===== src/rtl/product_accumulator_pkg.sv =====
// Shared types and defaults for the block product accumulator.
package product_accumulator_pkg;

    // Default accumulator width and products per block.
    localparam int ACC_W_DEF     = 72;
    localparam int BLOCK_LEN_DEF = 8;

    // Width of the per-block product counter and of out_count.
    localparam int CNT_W = 8;

    // Width of the incoming multiplier product.
    localparam int PROD_W = 64;

    // Block life cycle: empty, partially filled, result presented.
    typedef enum logic [1:0] {
        ST_IDLE  = 2'd0,
        ST_ACCUM = 2'd1,
        ST_HOLD  = 2'd2
    } state_e;

endpackage


===== src/rtl/acc_adder.sv =====
// ACC_W-bit accumulator adder with carry-out; the product is zero-extended.
module acc_adder
    import product_accumulator_pkg::*;
#(
    parameter int ACC_W = ACC_W_DEF
) (
    input  logic [ACC_W-1:0]  acc_i,
    input  logic [PROD_W-1:0] prod_i,
    output logic [ACC_W-1:0]  sum_o,
    output logic              carry_o
);

    // One extra bit on the adder captures the carry out of the top bit.
    always_comb begin
        {carry_o, sum_o} = (ACC_W + 1)'(acc_i) + (ACC_W + 1)'(prod_i);
    end

endmodule


===== src/rtl/product_accumulator.sv =====
// Sums blocks of unsigned 64-bit products and presents each block result
// with a valid/ready handshake; a block closes when full or on flush.
module product_accumulator
    import product_accumulator_pkg::*;
#(
    parameter int ACC_W     = ACC_W_DEF,
    parameter int BLOCK_LEN = BLOCK_LEN_DEF
) (
    input  logic              clk,
    input  logic              rst,
    input  logic              in_valid,
    output logic              in_ready,
    input  logic [63:0]       in_prod,
    input  logic              flush,
    output logic              out_valid,
    input  logic              out_ready,
    output logic [ACC_W-1:0]  out_sum,
    output logic [CNT_W-1:0]  out_count,
    output logic              out_ovf
);

    localparam logic [CNT_W-1:0] BLOCK_LEN_C = CNT_W'(BLOCK_LEN);

    state_e             state_q, state_d;
    logic [ACC_W-1:0]   acc_q, acc_d;
    logic [CNT_W-1:0]   cnt_q, cnt_d;
    logic               ovf_q, ovf_d;
    logic               ready_q;

    logic               accept_s;
    logic [ACC_W-1:0]   sum_s;
    logic               carry_s;
    logic [CNT_W-1:0]   cnt_inc_s;

    acc_adder #(
        .ACC_W (ACC_W)
    ) u_acc_adder (
        .acc_i   (acc_q),
        .prod_i  (in_prod),
        .sum_o   (sum_s),
        .carry_o (carry_s)
    );

    // Accept qualifier and the count after a potential accept.
    always_comb begin
        accept_s  = in_valid && ready_q;
        cnt_inc_s = cnt_q + 8'd1;
    end

    // State and datapath registers; in_ready is held low through reset and
    // rises on the first edge after reset, low whenever the block is held.
    always_ff @(posedge clk or posedge rst) begin
        if (rst) begin
            state_q <= ST_IDLE;
            acc_q   <= {ACC_W{1'b0}};
            cnt_q   <= 8'd0;
            ovf_q   <= 1'b0;
            ready_q <= 1'b0;
        end else begin
            state_q <= state_d;
            acc_q   <= acc_d;
            cnt_q   <= cnt_d;
            ovf_q   <= ovf_d;
            ready_q <= (state_d != ST_HOLD);
        end
    end

    // Next-state and next-datapath logic; flush only matters in ACCUM so an
    // empty block is never emitted.
    always_comb begin
        state_d = state_q;
        acc_d   = acc_q;
        cnt_d   = cnt_q;
        ovf_d   = ovf_q;
        case (state_q)
            ST_IDLE: begin
                if (accept_s) begin
                    acc_d = ACC_W'(in_prod);
                    cnt_d = 8'd1;
                    ovf_d = 1'b0;
                    if (BLOCK_LEN_C == 8'd1) begin
                        state_d = ST_HOLD;
                    end else begin
                        state_d = ST_ACCUM;
                    end
                end else begin
                    state_d = ST_IDLE;
                end
            end
            ST_ACCUM: begin
                if (accept_s) begin
                    acc_d = sum_s;
                    cnt_d = cnt_inc_s;
                    ovf_d = ovf_q | carry_s;
                    if ((cnt_inc_s == BLOCK_LEN_C) || flush) begin
                        state_d = ST_HOLD;
                    end else begin
                        state_d = ST_ACCUM;
                    end
                end else if (flush) begin
                    state_d = ST_HOLD;
                end else begin
                    state_d = ST_ACCUM;
                end
            end
            ST_HOLD: begin
                if (out_ready) begin
                    state_d = ST_IDLE;
                    acc_d   = {ACC_W{1'b0}};
                    cnt_d   = 8'd0;
                    ovf_d   = 1'b0;
                end else begin
                    state_d = ST_HOLD;
                end
            end
            default: begin
                state_d = ST_IDLE;
                acc_d   = {ACC_W{1'b0}};
                cnt_d   = 8'd0;
                ovf_d   = 1'b0;
            end
        endcase
    end

    // Outputs decoded from registered state; result fields read as zero
    // unless a result is being presented.
    always_comb begin
        in_ready  = ready_q;
        out_valid = (state_q == ST_HOLD);
        if (state_q == ST_HOLD) begin
            out_sum   = acc_q;
            out_count = cnt_q;
            out_ovf   = ovf_q;
        end else begin
            out_sum   = {ACC_W{1'b0}};
            out_count = 8'd0;
            out_ovf   = 1'b0;
        end
    end

endmodule


===== config.mk =====
export PLATFORM = sky130hd
export DESIGN_NAME = product_accumulator
export DESIGN_NICKNAME = d
export VERILOG_FILES = /design/src/rtl/product_accumulator_pkg.sv /design/src/rtl/acc_adder.sv /design/src/rtl/product_accumulator.sv
export SDC_FILE = /design/constraint.sdc
export NUM_CORES = 1
export LEC_CHECK = 0
export CAP_MARGIN = 15
export CORE_UTILIZATION = 59
export DETAILED_ROUTE_END_ITERATION = 10
export PLACE_DENSITY = 0.95
export SYNTH_ARGS = -nofsm -noshare
export SYNTH_HDL_FRONTEND = slang
export SYNTH_HIERARCHICAL = 1
export SYNTH_SLANG_ARGS = --single-unit

===== constraint.sdc =====
create_clock -name clk -period 8.45 [get_ports clk]
set_input_delay 0.845 -clock clk [delete_from_list [all_inputs] [get_ports clk]]
set_output_delay 0.845 -clock clk [all_outputs]
set_load 0.01 [all_outputs]

==> results.txt, run 1 <==
----------------------------------------------------
[Run status]
  Status ... finished, final reports clean

[GRT]
  Pin count of the biggest net entering global routing ... 85
  Wire length of the first global-routing pass ... 40050 um
  Aggregate global-route resource usage ... 32.80%
  Total gr overflow ... 0
  Initial antenna violation count ... 0
  Vias in the first global route ... 8418

[Finish]
  Number of antenna cells inserted ... 0
  Share of cells above drive strength 1 ... 3.623%
  Post-route insts no fill ... 1371
  Fill cell count ... 1087
  Area added between synthesis and finish ... 20.54%
  Total area of multi-input combinational cells ... 6216 sq um
  Reg area ... 2107 sq um
  Nets@finish ... 1318

[Drt]
  Remaining routing DRC violations ... 0
  Total via count after detailed routing ... 8923
  Via density per instance ... 6.508
  Violation count after the first detailed-route iteration ... 970
  Post-detailed-route count of antenna-violating nets ... 0
  Average routed wire per standard cell ... 18.07 um
  Sum of routed wire length over all layers ... 24770 um
  Count of TritonRoute iterations in the first routing pass ... 5

[Worst setup path]
  Arrival time reported for the critical path endpoint ... 3660 ps
  CP Max Fanout ... 50
  Crit Path Class ... flop to output port
  Crit path max-delay cell type ... sky130_fd_sc_hd__clkinv_1
  Max stage delay on crit path ... 750 ps
  Critical path cell sequence ... buf_16 -> nand2b_4 -> clkinv_1 -> buf_4 -> and2_1 -> clkdlybuf4s50_1
  Critical path capture point type ... output port
  Critical Path RT ... 7610 ps
  Category of the worst setup path launch point ... flop

[Timing]
  Worst-case clock skew ... 11.29 ps
  Final number of hold-violating endpoints ... 0
  Final period utilization ... 53.27%
  Pins over their slew limit ... 0
  Post-route worst hold slack ... 506.8 ps
  Pin slew with the least headroom to its limit ... 956.2 ps
  Setup violators final ... 0
  Highest Clock Rate ... 0.2221 GHz
  Crit path time final ... 4502 ps
  RSZ-0062 raised after global routing ... no
  Setup_tns ... 0 ps
  Relative max-transition margin ... 35.86%

[Clock network]
  Clock slew at the register clock pins of the worst setup and hold paths ... 70 ps
  TritonCTS clock tree ... built
  Number of H-tree levels ... 3
  Resized cells post-CTS ... 0
  Clock tree sinks ... 84
  Setup Buffers After CTS ... 0
  CTS Root Cell ... sky130_fd_sc_hd__clkbuf_16
  Source-to-sink clock delay at the later pin of the worst-skew pair ... 350 ps
  Number of buffers on the longest clock path ... 2
  CTS Buf Count ... 9
  Hold-fix buffers at CTS ... 0

[Yosys]
  Leading cell type by number of instances after synthesis ... sky130_fd_sc_hd__nand2_1
  Cell type with the highest aggregate area in the netlist ... sky130_fd_sc_hd__dfrtp_1
  Share of the synthesized area in the top cell type ... 23.99%
  Cell count after synthesis ... 1089
  Top area cells in the synthesized netlist ... sky130_fd_sc_hd__dfrtp_1, sky130_fd_sc_hd__ha_1, sky130_fd_sc_hd__mux2i_1, sky130_fd_sc_hd__o31ai_1, sky130_fd_sc_hd__and2_1
  Number of synthesized flops with an enable pin ... 0
  FFs w/ async S/R, synth ... 100.0%
  Synth cell count leaders ... sky130_fd_sc_hd__nand2_1, sky130_fd_sc_hd__and2_1, sky130_fd_sc_hd__a21oi_1
  Netlist cell types ... 75
  Total standard cell area after synthesis ... 8761 sq um
  Number of flip-flops and latches in the synthesized netlist ... 84
  Count of yosys warnings during synthesis ... 6
  Synthesized Nets ... 1225
  Avg Inst Size Synth ... 8.045 sq um
  Commonest register cell after synthesis ... sky130_fd_sc_hd__dfrtp_1
  Fraction of the yosys area taken by sequential cells ... 23.99%

[Power and ir drop]
  Worst supply voltage drop on vdd ... 174.4 uV
  Leakage power ... 4.545 nW
  Power per standard cell area ... 353.3 nW/um^2

[Place]
  Total of buffers placed on input and output ports ... 151
  DP HPWL ... 17690 um
  # placed instances ... 1353
  Routability congestion estimate from global placement ... 0.9762

[Job]
  Max Cap Violations ... 0

[Floorplan]
  Overall die width ... 123.9 um
  Top-level port count ... 152
  Die Area ... 15340 sq um
  Site Rows ... 44
  Starting density of the core ... 60.28%
  Chip height ... 123.9 um
  CORE AREA ... 14530 sq um

[Worst hold path]
  Hold crit path type ... flop to flop

----------------------------------------------------
[per-layer routing]
metal / track usage [%] / vias to the layer above / wire, um / share of wire, %
li1: - / 4177 / - / -
met1: 42.45 / 4183 / 10360 / 42
met2: 54.20 / 495 / 11810 / 48
met3: 4.991 / 68 / 1931 / 7.8
met4: 14.16 / 0 / 670 / 2.7
met5: 0 / - / 0 / 0
[worst paths after layout]
path,start,endpoint,slack [ps],cells past startpoint
max,state_q[0],out_sum[24],3950,6
min,acc_q[55],acc_q[55],510,2
max reg2reg,acc_q[0],acc_q[52],4570,13
min reg2reg,acc_q[55],acc_q[55],510,2
max in group asynchronous,rst,state_q[0],6780,4
min in group asynchronous,rst,acc_q[47],1010,3
[worst max-delay path: cells and delay by family (launching register included)]
kind	cells	cell delay, ps
simple gates	2	440
buf+inv	4	2150
flops	1	690
[cell usage in the layout, fill, tap and decap left out, types with 14 or more instances in the layout]
master / Yosys / final
sky130_fd_sc_hd__xnor2_1: 40 / 40
sky130_fd_sc_hd__dfrtp_1: 84 / 82
sky130_fd_sc_hd__and2_1: 89 / 89
sky130_fd_sc_hd__inv_1: 21 / 20
sky130_fd_sc_hd__nand2_1: 145 / 145
sky130_fd_sc_hd__xor2_1: 26 / 26
sky130_fd_sc_hd__nand4_1: 27 / 27
sky130_fd_sc_hd__o21bai_1: 17 / 17
sky130_fd_sc_hd__mux2i_1: 64 / 64
sky130_fd_sc_hd__a21o_1: 28 / 28
sky130_fd_sc_hd__nor2_1: 43 / 43
sky130_fd_sc_hd__o21ai_0: 43 / 43
sky130_fd_sc_hd__a211oi_1: 14 / 14
sky130_fd_sc_hd__a21oi_1: 85 / 85
sky130_fd_sc_hd__ha_1: 66 / 66
sky130_fd_sc_hd__clkdlybuf4s50_1: 0 / 151
sky130_fd_sc_hd__o31ai_1: 75 / 75
sky130_fd_sc_hd__nand3_1: 23 / 23
[kinds of logic (layout without fill, tap and decap cells)]
logic type | after synthesis | count (layout) | share of synthesized area, %
adder cells (fa/ha/maj) | 67 | 67 | 9.654
multiplexers | 64 | 64 | 7.312
XOR/XNOR | 66 | 66 | 6.598
AND/OR/NAND/NOR | 370 | 370 | 21.12
flip-flops | 84 | 84 | 23.99
AO/OA/AOI/OAI | 338 | 338 | 26.18
buffers and inverters | 100 | 198 | 5.141
[state kept, by name, indices dropped and copies added, names as in the netlist]
signal	flops
cnt_q	8
in_ready	1
ovf_q	1
acc_q	72
state_q	2
[through the flow]
stage	setup slack [ps]	area, sq um	util (%)	power (mW)
6_report	3948	10560	72.66	3.731
4_1_cts	3605	10510	72.33	3.665
5_1_grt	3696	10560	72.66	3.990
3_5_place_dp	3792	10200	70.16	3.212
2_1_floorplan	4876	8761	-	2.616
3_3_place_gp	3984	10200	70.16	3.129
[power by group]
group / switching [mW] / internal [mW]
registers: 0.174 / 0.570
clock network: 0.174 / 0.254
logic: 1.50 / 1.06
[area by class of cell]
cell class / instances / share of cell area (%)
Clock buffer: 13 / 2.559
Timing Repair Buffer: 159 / 15.19
Sequential cell: 84 / 19.95
Multi-Input combinational cell: 905 / 58.86
Clock inverter: 3 / 0.4265
Inverter: 23 / 0.8294
Tap cell: 184 / 2.180
(Power assumes the default switching activity.)
==> inputs of run 2 (changes only) <==
--- a/config.mk
+++ b/config.mk
@@ -6,9 +6,9 @@
 export NUM_CORES = 1
 export LEC_CHECK = 0
 export CAP_MARGIN = 15
-export CORE_UTILIZATION = 59
+export CORE_UTILIZATION = 55
 export DETAILED_ROUTE_END_ITERATION = 10
-export PLACE_DENSITY = 0.95
+export PLACE_DENSITY = 0.92
 export SYNTH_ARGS = -nofsm -noshare
 export SYNTH_HDL_FRONTEND = slang
 export SYNTH_HIERARCHICAL = 1
==> constraint.sdc (replaced) <==
create_clock -name clk -period 4.5 [get_ports clk]
set_input_delay 0.45 -clock clk [delete_from_list [all_inputs] [get_ports clk]]
set_output_delay 0.45 -clock clk [all_outputs]
set_load 0.01 [all_outputs]
==> run 2 against run 1 <==
Utilization shrank 4.1 points. Clock skew fell by 2.5 ps. Total power up 84%. Die area rose by 7.2%. Register-to-register slack lost 3800 ps. Sequential power rose by 84%. Final area decreased by 0.27%.
==> results.txt, run 2 (synthesized netlist as in run 1, its figures left out) <==
----------------------------------------------------
[Finish]
  Biggest registers after layout ... acc_q (72), cnt_q (8), state_q (2) (unchanged)
  Total area of multi-input combinational cells ... 6216 sq um (unchanged)
  Fill cell count ... 1220 (was 1087)
  Reg area ... 2107 sq um (unchanged)
  Post-route core utilization ... 68.51% (was 72.66%)
  Nets@finish ... 1318 (unchanged)
  Number of flip-flops in the largest register ... 72 (unchanged)
  Share of cells above drive strength 1 ... 3.373% (was 3.623%)
  Highest-count cells in the layout ignoring fill and taps ... sky130_fd_sc_hd__clkdlybuf4s50_1, sky130_fd_sc_hd__nand2_1, sky130_fd_sc_hd__and2_1 (unchanged)
  Number of antenna cells inserted ... 0 (unchanged)
  Area added between synthesis and finish ... 20.21% (was 20.54%)
  Register with the most flip-flops ... acc_q (unchanged)
  Commonest non-fill, non-tap cell in the layout ... sky130_fd_sc_hd__clkdlybuf4s50_1 (unchanged)

[Timing]
  Final number of hold-violating endpoints ... 0 (unchanged)
  Final period utilization ... 84.31%
  Relative max-transition margin ... 34.39% (was 35.86%)
  Worst-case clock skew ... 8.762 ps (was 11.29 ps)
  Setup violators final ... 0 (unchanged)
  Highest Clock Rate ... 0.2636 GHz
  Crit path time final ... 3794 ps
  Worst path setup slack after routing ... 706.0 ps (was 3948 ps)
  RSZ-0062 raised after global routing ... no (unchanged)
  Pin slew with the least headroom to its limit ... 984.2 ps (was 956.2 ps)
  Setup_tns ... 0 ps (unchanged)
  Pins over their slew limit ... 0 (unchanged)

[Power and ir drop]
  Power per standard cell area ... 653.3 nW/um^2 (was 353.3 nW/um^2)
  Leakage power ... 4.525 nW (was 4.545 nW)
  Power Total ... 6.880 mW (was 3.731 mW)
  Worst supply voltage drop on vdd ... 351.9 uV (was 174.4 uV)

[Worst setup path]
  Critical Path RT ... 4760 ps (was 7610 ps)
  Max stage delay on crit path ... 430 ps (was 750 ps)
  CP Max Fanout ... 4 (was 50)
  Category of the worst setup path launch point ... input pin (was flop)
  Crit path max-delay cell type ... sky130_fd_sc_hd__clkdlybuf4s50_1 (was sky130_fd_sc_hd__clkinv_1)
  Cell repeated most along the worst path ... sky130_fd_sc_hd__a21oi_1
  Critical path cell sequence ... clkdlybuf4s50_1 -> ha_1 -> fa_1 -> a211oi_1 -> o2111ai_1 -> a21oi_1 -> a21oi_2 -> o21ai_1 -> a21oi_1 -> a21oi_1 -> nor4_1 -> a211oi_1 -> mux2i_1 -> o31ai_1 (was buf_16 -> nand2b_4 -> clkinv_1 -> buf_4 -> and2_1 -> clkdlybuf4s50_1)
  Crit Path Class ... input pin to flop (was flop to output port)
  Arrival time reported for the critical path endpoint ... 4050 ps (was 3660 ps)
  Critical path capture point type ... flop (was output port)
  Top delay family on crit path ... compound AO/OA/AOI/OAI gates (was buffers and inverters)
  Number of buffer and inverter instances along the worst setup path ... 1 (was 4)

[Floorplan]
  Die Area ... 16440 sq um (was 15340 sq um)
  Overall die width ... 128.2 um (was 123.9 um)
  Starting density of the core ... 57.00% (was 60.28%)
  CORE AREA ... 15370 sq um (was 14530 sq um)
  Top-level port count ... 152 (unchanged)
  Site Rows ... 45 (was 44)
  Chip height ... 128.2 um (was 123.9 um)

[Drt]
  Via density per instance ... 6.262 (was 6.508)
  Total via count after detailed routing ... 8748 (was 8923)
  Count of TritonRoute iterations in the first routing pass ... 6 (was 5)
  Average routed wire per standard cell ... 17.10 um (was 18.07 um)
  Sum of routed wire length over all layers ... 23890 um (was 24770 um)
  Remaining routing DRC violations ... 0 (unchanged)
  Violation count after the first detailed-route iteration ... 1108 (was 970)
  Post-detailed-route count of antenna-violating nets ... 0 (unchanged)

[Clock network]
  CTS Buf Count ... 9 (unchanged)
  Source-to-sink clock delay at the later pin of the worst-skew pair ... 350 ps (about the same)
  Setup Buffers After CTS ... 0 (unchanged)
  CTS Root Cell ... sky130_fd_sc_hd__clkbuf_16 (unchanged)
  Number of buffers on the longest clock path ... 2 (unchanged)
  Number of H-tree levels ... 3 (unchanged)
  TritonCTS clock tree ... built (unchanged)
  Hold-fix buffers at CTS ... 0 (unchanged)
  Clock tree sinks ... 84 (unchanged)
  Resized cells post-CTS ... 0 (unchanged)
  Clock slew at the register clock pins of the worst setup and hold paths ... 60 ps (was 70 ps)

[Place]
  DP HPWL ... 17630 um (was 17690 um)
  Worst Setup Slack post-DPL ... 405.4 ps (was 3792 ps)
  Total of buffers placed on input and output ports ... 151 (unchanged)
  Routability congestion estimate from global placement ... 0.9852 (was 0.9762)

[GRT]
  Wire length of the first global-routing pass ... 39820 um (was 40050 um)
  Initial antenna violation count ... 0 (unchanged)
  Vias in the first global route ... 8241 (was 8418)
  Aggregate global-route resource usage ... 29.83% (was 32.80%)
  Pin count of the biggest net entering global routing ... 87 (was 85)
  Total gr overflow ... 0 (unchanged)

[Run status]
  Status ... finished, final reports clean (unchanged)

[Worst hold path]
  Hold crit path type ... flop to flop (unchanged)

[Job]
  Max Cap Violations ... 0 (unchanged)

----------------------------------------------------
## run 2: cell count changes in the layout (fill, tap and decap cells not counted), sizes merged
cell	change
clkinvlp	-2
clkinv	+1
## run 2: per-layer routing
| layer | part of all wire [%] | track usage, % |
|---|---|---|
| met1 | 44 | 39.53 |
| met2 | 47 | 48.87 |
| met3 | 6.3 | 3.631 |
| met4 | 2.7 | 12.94 |
| met5 | 0 | 0 |
## run 2: power by group
part | switching [mW] | internal, mW
combinational | 2.77 | 1.98
clock | 0.312 | 0.443
sequential | 0.303 | 1.07
## run 2: worst paths after layout
kind,from,cells past startpoint,to,slack [ps]
worst min-delay path,acc_q[41],2,acc_q[41],510
worst min register to register,acc_q[41],2,acc_q[41],510
worst max register to register,acc_q[0],13,acc_q[52],820
worst max-delay path,in_prod[0],14,acc_q[52],710
max in group asynchronous,rst,3,acc_q[0],2890
min in group asynchronous,rst,2,acc_q[45],620
## run 2: area by class of cell
cell class | instances | share of cell area, %
Multi-Input combinational cell | 905 | 59.02
Inverter | 23 | 0.8316
Timing Repair Buffer | 159 | 14.92
Clock inverter | 2 | 0.3327
Clock buffer | 13 | 2.376
Tap cell | 211 | 2.507
Sequential cell | 84 | 20.01
## run 2: metrics by stage
step           hold slack [ps]  cell area [sq um]  std cells
5_1_grt                  544.5              10530       1397
6_report                 506.1              10530       1397
2_1_floorplan            467.4               8761       1089
3_5_place_dp             493.8              10250       1382
3_3_place_gp             485.3              10250       1382
4_1_cts                  507.4              10530       1397
## run 2: worst min-delay path, cell delays in order (launching register included)
cell	delay, ps
sky130_fd_sc_hd__dfrtp_1	360
sky130_fd_sc_hd__nand2_1	50
sky130_fd_sc_hd__o31ai_1	60
